==> config.mk <==
export PLATFORM = sky130hd
export DESIGN_NAME = multi_port_ordered_fifo_flat
export DESIGN_NICKNAME = d
export VERILOG_FILES = /design/src/rtl/multi_port_ordered_fifo_if.sv /design/src/rtl/multi_port_ordered_fifo.sv /design/src/flat_wrapper.sv
export SDC_FILE = /design/constraint.sdc
export NUM_CORES = 1
export LEC_CHECK = 0
export CAP_MARGIN = 10
export CORE_MARGIN = 2
export CORE_UTILIZATION = 30
export CTS_CLUSTER_SIZE = 10
export DETAILED_ROUTE_END_ITERATION = 6
export HOLD_SLACK_MARGIN = 0.1
export SETUP_SLACK_MARGIN = 0.1
export SLEW_MARGIN = 10
export SYNTH_ARGS = -nofsm -noshare
export SYNTH_HDL_FRONTEND = slang
export SYNTH_SLANG_ARGS = --single-unit
==> constraint.sdc <==
create_clock -name clk -period 4.25 [get_ports clk]
set_input_delay 0.85 -clock clk [delete_from_list [all_inputs] [get_ports clk]]
set_output_delay 0.85 -clock clk [all_outputs]
set_load 0.005 [all_outputs]
==> src/rtl/multi_port_ordered_fifo_if.sv <==
// Multi-lane push/pop stream bundle with occupancy status for multi_port_ordered_fifo.
interface multi_port_ordered_fifo_if #(
  parameter int unsigned DATA_WIDTH = 32,
  parameter int unsigned ENQ_WIDTH  = 2,
  parameter int unsigned DEQ_WIDTH  = 2,
  parameter int unsigned CNT_WIDTH  = 4
);
  logic                            flush;
  logic [ENQ_WIDTH-1:0]            enq_vld;
  logic [ENQ_WIDTH*DATA_WIDTH-1:0] enq_payload;
  logic [ENQ_WIDTH-1:0]            enq_rdy;
  logic [DEQ_WIDTH-1:0]            deq_vld;
  logic [DEQ_WIDTH*DATA_WIDTH-1:0] deq_payload;
  logic [DEQ_WIDTH-1:0]            deq_rdy;
  logic [CNT_WIDTH-1:0]            count;
  logic                            empty;
  logic                            full;
  logic                            afull;

  modport master (
    output flush, enq_vld, enq_payload, deq_rdy,
    input  enq_rdy, deq_vld, deq_payload, count, empty, full, afull
  );

  modport slave (
    input  flush, enq_vld, enq_payload, deq_rdy,
    output enq_rdy, deq_vld, deq_payload, count, empty, full, afull
  );
endinterface

==> src/rtl/multi_port_ordered_fifo.sv <==
// In-order multi-port FIFO: compacted multi-lane enqueue, head-aligned multi-lane
// prefix-only dequeue, registered occupancy and status.
module multi_port_ordered_fifo #(
  parameter int unsigned DEPTH        = 8,
  parameter int unsigned DATA_WIDTH   = 32,
  parameter int unsigned ENQ_WIDTH    = 2,
  parameter int unsigned DEQ_WIDTH    = 2,
  parameter bit          TAKEN_ALL    = 1'b0,
  parameter int          AFULL_THRESH = int'(DEPTH) - int'(ENQ_WIDTH)
) (
  input logic                     clk,
  input logic                     rst,
  multi_port_ordered_fifo_if.slave bus
);
  localparam int unsigned CW = $clog2(DEPTH + 1);
  localparam int unsigned PW = (DEPTH > 1) ? $clog2(DEPTH) : 1;

  typedef logic [PW-1:0] ptr_t;

  ptr_t                  head_q, tail_q, head_d, tail_d;
  logic [CW-1:0]         count_q, count_d;
  logic [DATA_WIDTH-1:0] mem [DEPTH];
  logic [ENQ_WIDTH-1:0]  enq_rdy, enq_fire;
  logic [DEQ_WIDTH-1:0]  deq_vld, deq_fire;
  ptr_t                  widx [ENQ_WIDTH];
  ptr_t                  ridx [DEQ_WIDTH];
  logic [31:0]           n_enq, n_deq, used, free, ptr_diff;
  logic                  go;

  // Inputs never exceed 2*DEPTH-1, so one compare-and-subtract wraps any DEPTH.
  function automatic ptr_t wrap_add(input ptr_t base, input logic [31:0] inc);
    logic [31:0] s;
    s = 32'(base) + inc;
    if (s >= DEPTH) s = s - DEPTH;
    return PW'(s);
  endfunction

  always_comb begin
    used  = 32'(count_q);
    free  = DEPTH - used;
    n_enq = '0;
    n_deq = '0;
    go    = 1'b1;
    for (int unsigned i = 0; i < ENQ_WIDTH; i++) begin
      enq_rdy[i]  = ~bus.flush & (TAKEN_ALL ? (free >= ENQ_WIDTH) : (free > i));
      enq_fire[i] = bus.enq_vld[i] & enq_rdy[i];
      widx[i]     = wrap_add(tail_q, n_enq);
      if (enq_fire[i]) n_enq = n_enq + 32'd1;
    end
    // A pop lane fires only if every lower lane fired, so deq_rdy holes end the pop.
    for (int unsigned i = 0; i < DEQ_WIDTH; i++) begin
      deq_vld[i]  = ~bus.flush & (used > i);
      ridx[i]     = wrap_add(head_q, i);
      deq_fire[i] = deq_vld[i] & bus.deq_rdy[i] & go;
      go          = deq_fire[i];
      if (deq_fire[i]) n_deq = n_deq + 32'd1;
    end
    head_d  = wrap_add(head_q, n_deq);
    tail_d  = wrap_add(tail_q, n_enq);
    count_d = CW'(used + n_enq - n_deq);
    if (bus.flush) begin
      head_d  = '0;
      tail_d  = '0;
      count_d = '0;
    end
  end

  always_comb begin
    bus.deq_payload = '0;
    for (int unsigned i = 0; i < DEQ_WIDTH; i++)
      bus.deq_payload[i*DATA_WIDTH +: DATA_WIDTH] = mem[ridx[i]];
  end

  always_ff @(posedge clk or posedge rst) begin
    if (rst) begin
      head_q  <= '0;
      tail_q  <= '0;
      count_q <= '0;
    end else begin
      head_q  <= head_d;
      tail_q  <= tail_d;
      count_q <= count_d;
    end
  end

  always_ff @(posedge clk) begin
    for (int unsigned i = 0; i < ENQ_WIDTH; i++)
      if (enq_fire[i]) mem[widx[i]] <= bus.enq_payload[i*DATA_WIDTH +: DATA_WIDTH];
  end

  assign bus.enq_rdy = enq_rdy;
  assign bus.deq_vld = deq_vld;
  assign bus.count   = count_q;
  assign bus.empty   = (count_q == '0);
  assign bus.full    = (used == DEPTH);
  assign bus.afull   = (int'(used) >= AFULL_THRESH);

  assign ptr_diff = (32'(tail_q) + DEPTH - 32'(head_q)) % DEPTH;

  a_count_bound: assert property (@(posedge clk) disable iff (rst) used <= DEPTH);
  a_ptr_count:   assert property (@(posedge clk) disable iff (rst) ptr_diff == (used % DEPTH));
endmodule

==> src/flat_wrapper.sv <==
// flat-port wrapper written by rule: the top's interface ports become plain ports
module multi_port_ordered_fifo_flat 
#(
  parameter int unsigned DEPTH        = 8,
  parameter int unsigned DATA_WIDTH   = 32,
  parameter int unsigned ENQ_WIDTH    = 2,
  parameter int unsigned DEQ_WIDTH    = 2,
  parameter bit          TAKEN_ALL    = 1'b0,
  parameter int          AFULL_THRESH = int'(DEPTH) - int'(ENQ_WIDTH)
)
  (clk, rst, bus_flush, bus_enq_vld, bus_enq_payload, bus_deq_rdy, bus_enq_rdy, bus_deq_vld, bus_deq_payload, bus_count, bus_empty, bus_full, bus_afull);
  multi_port_ordered_fifo_if #(.DATA_WIDTH(DATA_WIDTH), .ENQ_WIDTH(ENQ_WIDTH), .DEQ_WIDTH(DEQ_WIDTH), .CNT_WIDTH(4)) bus_i ();
  input logic clk;
  input logic rst;
  input wire logic [$bits(bus_i.flush)-1:0] bus_flush;
  input wire logic [$bits(bus_i.enq_vld)-1:0] bus_enq_vld;
  input wire logic [$bits(bus_i.enq_payload)-1:0] bus_enq_payload;
  input wire logic [$bits(bus_i.deq_rdy)-1:0] bus_deq_rdy;
  output wire logic [$bits(bus_i.enq_rdy)-1:0] bus_enq_rdy;
  output wire logic [$bits(bus_i.deq_vld)-1:0] bus_deq_vld;
  output wire logic [$bits(bus_i.deq_payload)-1:0] bus_deq_payload;
  output wire logic [$bits(bus_i.count)-1:0] bus_count;
  output wire logic [$bits(bus_i.empty)-1:0] bus_empty;
  output wire logic [$bits(bus_i.full)-1:0] bus_full;
  output wire logic [$bits(bus_i.afull)-1:0] bus_afull;
  assign bus_i.flush = bus_flush;
  assign bus_i.enq_vld = bus_enq_vld;
  assign bus_i.enq_payload = bus_enq_payload;
  assign bus_i.deq_rdy = bus_deq_rdy;
  assign bus_enq_rdy = bus_i.enq_rdy;
  assign bus_deq_vld = bus_i.deq_vld;
  assign bus_deq_payload = bus_i.deq_payload;
  assign bus_count = bus_i.count;
  assign bus_empty = bus_i.empty;
  assign bus_full = bus_i.full;
  assign bus_afull = bus_i.afull;
  multi_port_ordered_fifo #(.DEPTH(DEPTH), .DATA_WIDTH(DATA_WIDTH), .ENQ_WIDTH(ENQ_WIDTH), .DEQ_WIDTH(DEQ_WIDTH), .TAKEN_ALL(TAKEN_ALL), .AFULL_THRESH(AFULL_THRESH)) u_core (.clk(clk), .rst(rst), .bus(bus_i));
endmodule
Yosys cells after proc, flatten, opt, wreduce, memory -nomap -nowiden --
Memory sizes are Yosys's and may differ from the RTL's. Cells that the tools add are included.
Storage, ports and cells: flip-flop bits (word level) 10, latch bits 0, bits in writable memories 256, ROM bits 0, bits of input ports 71, output and inout port bits 75, logic and storage cells 59, memories kept 1
Memories:
- u_core.mem | depth 8, bits a word 32, read ports 2, clocked after memory_dff 0, write ports 2, RTL line multi_port_ordered_fifo.sv:22 | logic [DATA_WIDTH-1:0] mem [DEPTH];
Cells by class: add/sub/neg operators 15, multipliers 0, div/mod/pow operators 0, magnitude comparators 11, eq/ne operators 1, shift operators 0, multiplexer cells 17, bitwise logic cells 10, reduce and logical (&&, ||, !) cells 1
Operators by type and width (number):
- $ge 32x4->1 const B | 2
- $gt 32x1->1 const B | 2
- $mux 3 | 8
- $sub 3x1->3 const B | 6
- $and 1x1->1 | 9
- $add 3x2->4 | 2
- $ge 3x4->1 const B | 2
- $ge 4x4->1 const B | 2
- $gt 4x1->1 const B | 2
- $mux 1 | 6
- $sub 4x4->5 const A | 1
- $add 1x1->2 const B | 2
- $add 3x1->4 | 1
- $add 3x1->4 const B | 1
- $add 4x4->4 | 1
- $eq 4x4->1 const B | 1
- $ge 4x3->1 const B | 1
- $logic_not 4->1 | 1
- $mux 2 | 2
- $mux 4 | 1
- $sub 4x4->4 | 1
- $not 1->1 | 1

Depth between registers and ports, before layout --
depth after elaboration 11, mapped depth 14, mapped depth without buffers 14

Least setup slack after synthesis --
Ideal clock, no wire load.
path type reg-to-reg, start reg u_core.count_q[2] (netlist: u_core.bus.count[2]), end mem u_core.mem[0][0] (enable), library setup time 470 ps, arrival 3694 ps, data required time 3780 ps, setup slack 86 ps, cell stages (with the launch flop) 7, path buffers 0, period minus slack after synthesis 4164 ps, path through dfrtp_1 -> inv_1 -> ha_1 -> nor3b_2 -> a21oi_1 -> nand3_1 -> o31ai_1
RTL lines:
- start: declaration | RTL line multi_port_ordered_fifo.sv:21 | logic [CW-1:0] count_q, count_d;
- start signal: assignment | RTL line multi_port_ordered_fifo.sv:82 | count_q <= count_d;
- end: declaration | RTL line multi_port_ordered_fifo.sv:22

Final worst setup path --
start reg u_core.head_q[0], end out bus_deq_payload[9]
On the way: longest elaborated chain between the ends 3, elaborated cells between the ends (all ways) 4, those cells by class add/sub: 1; order compare: 1; mux: 1; memory: 1
Ends and longest elaborated chain:
- start: declaration | RTL line multi_port_ordered_fifo.sv:20 | ptr_t head_q, tail_q, head_d, tail_d;
- start signal: assignment | RTL line multi_port_ordered_fifo.sv:76 | head_q <= '0;
- start signal: assignment | RTL line multi_port_ordered_fifo.sv:80 | head_q <= head_d;
- $ge 3x4->1 / $sub 3x1->3 (equally long branches) | RTL line multi_port_ordered_fifo.sv:34 | if (s >= DEPTH) s = s - DEPTH;
- $mux 3 (*) | RTL line multi_port_ordered_fifo.sv:34
- $mem_v2 8x32 (*)
- end: declaration | RTL line flat_wrapper.sv:21 | output wire logic [$bits(bus_i.deq_payload)-1:0] bus_deq_payload;
Every way passes the cells marked *; elsewhere a longest branch is shown, timed or not.

==> metrics.md <==
| Metric | Value |
|---|---|
| Fmax | 251.4 MHz |
| Commonest non-fill, non-tap cell in the layout | mux2_2 |
| CP Max Fanout | 129 |
| R2r setup slk | 740 ps |
| Layout overhead on the synthesized area | 22.96% |
| Initial antenna violation count | 6 |
| Setup Buffers After CTS | 0 |
| Chip width | 231.1 um |
| Final RePlAce weighted congestion | 0.7427 |
| First-pass GRT wire length | 64.30 mm |
| Post-Place Setup Slack | 483.9 ps |
| Crit path launch | u_core.head_q[0] |
| DIE AREA | 0.05342 mm^2 |
| R2R cell count | 11 |
| Slew HR | 34.53% |
| Worst-margin pin slew | 982.0 ps |
| H-Tree Depth | 2 |
| Total GRT Usage | 16.19% |
| Most frequent cells in the layout | mux2_2 (316), edfxtp_1 (256), clkdlybuf4s50_1 (145), mux4_2 (128) |
| DRC | 0 |
| WL met2 | 21.32 mm |
| Vias post-DR | 9068 |
| CTS buffer count | 34 |
| Number of I/O pins | 146 |
| Core Box Area | 0.05120 mm^2 |
| DRT Pass-1 Iters | 5 |
| FF-to-FF Start | u_core.bus.count[2] |
| Top layer in use | met5 |
| Layout cells sized above 1 | 52.98% |
| EDFF count, synth | 256 |
| Sum of routed wire segments on met1 | 18.53 mm |
| Max incr delay on CP | 620 ps |
| Peak VDD IR | 0.2932 mV |
| Startpoint types | flip-flop |
| Root buf cell | clkbuf_16 |
| Data required, critical path | 3400 ps |
| Synth cell types | 35 |
| Ys Warns | 0 |
| Largest cells by area after synthesis | edfxtp_1 (50%), mux2_2 (23%), mux4_2 (19%) |
| Drt first-iter violations | 611 |
| Gates resized, CTS repair | 0 |
| Worst Setup Slack, final | 272.6 ps |
| Max cap viols | 0 |
| CTS Sinks | 266 |
| Final slew viol count | 0 |
| Status | complete, no violations |
| Leak | 6.018 nW |
| Vias in the first global route | 9754 |
| Metal3 WL | 2.276 mm |
| Tmin final | 3977 ps |
| Worst path slowest cell | mux4_2 |
| Setup TNS | 0 ps |
| Drt total wl | 43.04 mm |
| Die height | 231.1 um |
| Synthesized cell area | 0.01547 mm^2 |
| Final Hold Viols | 0 |
| HPWL Detailed | 27.42 mm |
| Antenna Cells | 0 |
| CTS tree | yes |
| Routed wire per std cell | 25.00 um |
| Yosys top cell by area | edfxtp_1 |
| Hold buffers post-CTS | 0 |
| Syn Inst Count | 870 |
| Ys flop type | edfxtp_1 |
| Syn Nets | 958 |
| Final-stage net count | 1119 |
| Vias per inst | 5.266 |
| Final period util | 93.59% |
| Skew final | 13.75 ps |
| Crit-path cells | buf_12 > mux4_2 > mux2_2 > clkdlybuf4s50_1 |
| Clock transition at the registers of the reported paths | 50 ps |
| Async SR Flop Fraction | 3.759% |
| Maximum root-to-sink buffer count | 3 |
| Critical Path AT | 3130 ps |
| PwrDens | 455.7 mW/mm^2 |
| Initial Util | 30.23% |
| Worst R2R End | u_core.mem[2][24] |
| GRT overflow | 0 |
| Sequential share of the synthesized area | 51.29% |
| Number of synthesized register bits | 266 |
| Number of routed nets with antenna violations | 0 |
| Crit Path Category | flip-flop to output pin |
| Site Rows | 83 |
| Largest net degree at the start of global routing | 130 |
| Critical path capture point type | output pin |
| RSZ-0062 raised after global routing | false |
| Port bufs | 145 |
| Share of the synthesized area in the top cell type | 49.68% |
| Final setup vio count | 0 |
| Skew-Pair Late Insertion Delay | 530 ps |
| Worst hold path class | input port to asynchronous set/reset pin |
| Mean post-synth cell area | 17.79 um^2 |
critical path: cells and delay by family (launching register included):
kind / cells / cell delay (ps)
flip-flops: 1 / 440
buffers and inverters: 2 / 1080
multiplexers: 2 / 900
state kept, by name (all words and copies together) (netlist names):
signal and flops:
u_core.head_q 3, u_core.tail_q 3, u_core.bus.count 4, u_core.mem 256
layout make-up:
type | instances | area, um^2
Timing Repair Buffer | 190 | 1927
Tap cell | 680 | 850.8
Multi-Input combinational cell | 527 | 7279
Sequential cell | 266 | 7946
Clock inverter | 8 | 110.1
Clock buffer | 39 | 869.6
Inverter | 12 | 45.04
Fill cell | 4769 | 32170
routing by layer:
metal	up-vias	global-route usage, %
met5	-	0
met4	12	4.093
met1	4815	21.46
met3	62	3.100
li1	3914	-
met2	265	27.23
how the worst max path moves through the flow:
stage	end	slack, ps	depth (start not counted)
after detailed placement	u_core.mem[2][13]	480	9
after global placement	u_core.mem[5][29]	520	10
after global routing	bus_deq_payload[9]	150	4
final	bus_deq_payload[9]	270	4
after floorplan	u_core.mem[5][0]	170	12
after CTS	bus_deq_payload[44]	130	5
per-stage QoR:
| stage | area [um^2] | instances | util (%) | power (mW) | hold slack (ps) |
|---|---|---|---|---|---|
| finish | 19030 | 1722 | 37.17 | 8.671 | 637.7 |
| global route | 19030 | 1722 | 37.17 | 9.056 | 679.4 |
| CTS | 18970 | 1714 | 37.05 | 8.753 | 632.5 |
| detailed placement | 17990 | 1667 | 35.14 | 6.081 | 773.6 |
| global placement | 17990 | 1667 | 35.14 | 6.063 | 751.8 |
| floorplan | 15480 | 870 | - | 4.842 | 628.1 |
kinds of logic (layout without fill, tap and decap cells):
family | after synthesis | after routing | synth area share, %
buffers and inverters | 77 | 249 | 2.539
XOR/XNOR | 7 | 7 | 0.3962
AND/OR/NAND/NOR | 41 | 41 | 1.633
multiplexers | 448 | 448 | 41.91
adder cells (fa/ha/maj) | 17 | 17 | 1.569
AO/OA/AOI/OAI | 14 | 14 | 0.6549
flip-flops | 266 | 266 | 51.29
synth_stat cells, types with 4 or more instances:
| cell type | instances |
|---|---|
| mux2_2 | 316 |
| edfxtp_1 | 256 |
| mux4_2 | 128 |
| buf_2 | 29 |
| clkbuf_1 | 15 |
| ha_1 | 13 |
| inv_1 | 12 |
| dfrtp_1 | 10 |
| nor2_1 | 10 |
| buf_1 | 9 |
| nor2b_1 | 8 |
| buf_4 | 6 |
| buf_6 | 6 |
| nand2_1 | 5 |
| a21oi_1 | 4 |
| fa_1 | 4 |
| mux2_1 | 4 |
| xnor2_1 | 4 |
power breakdown:
part,switching (mW),internal [mW]
clock,1.07,1.57
sequential,0.0927,3.08
combinational,1.19,1.66
Power figures use the tool's default switching activity.
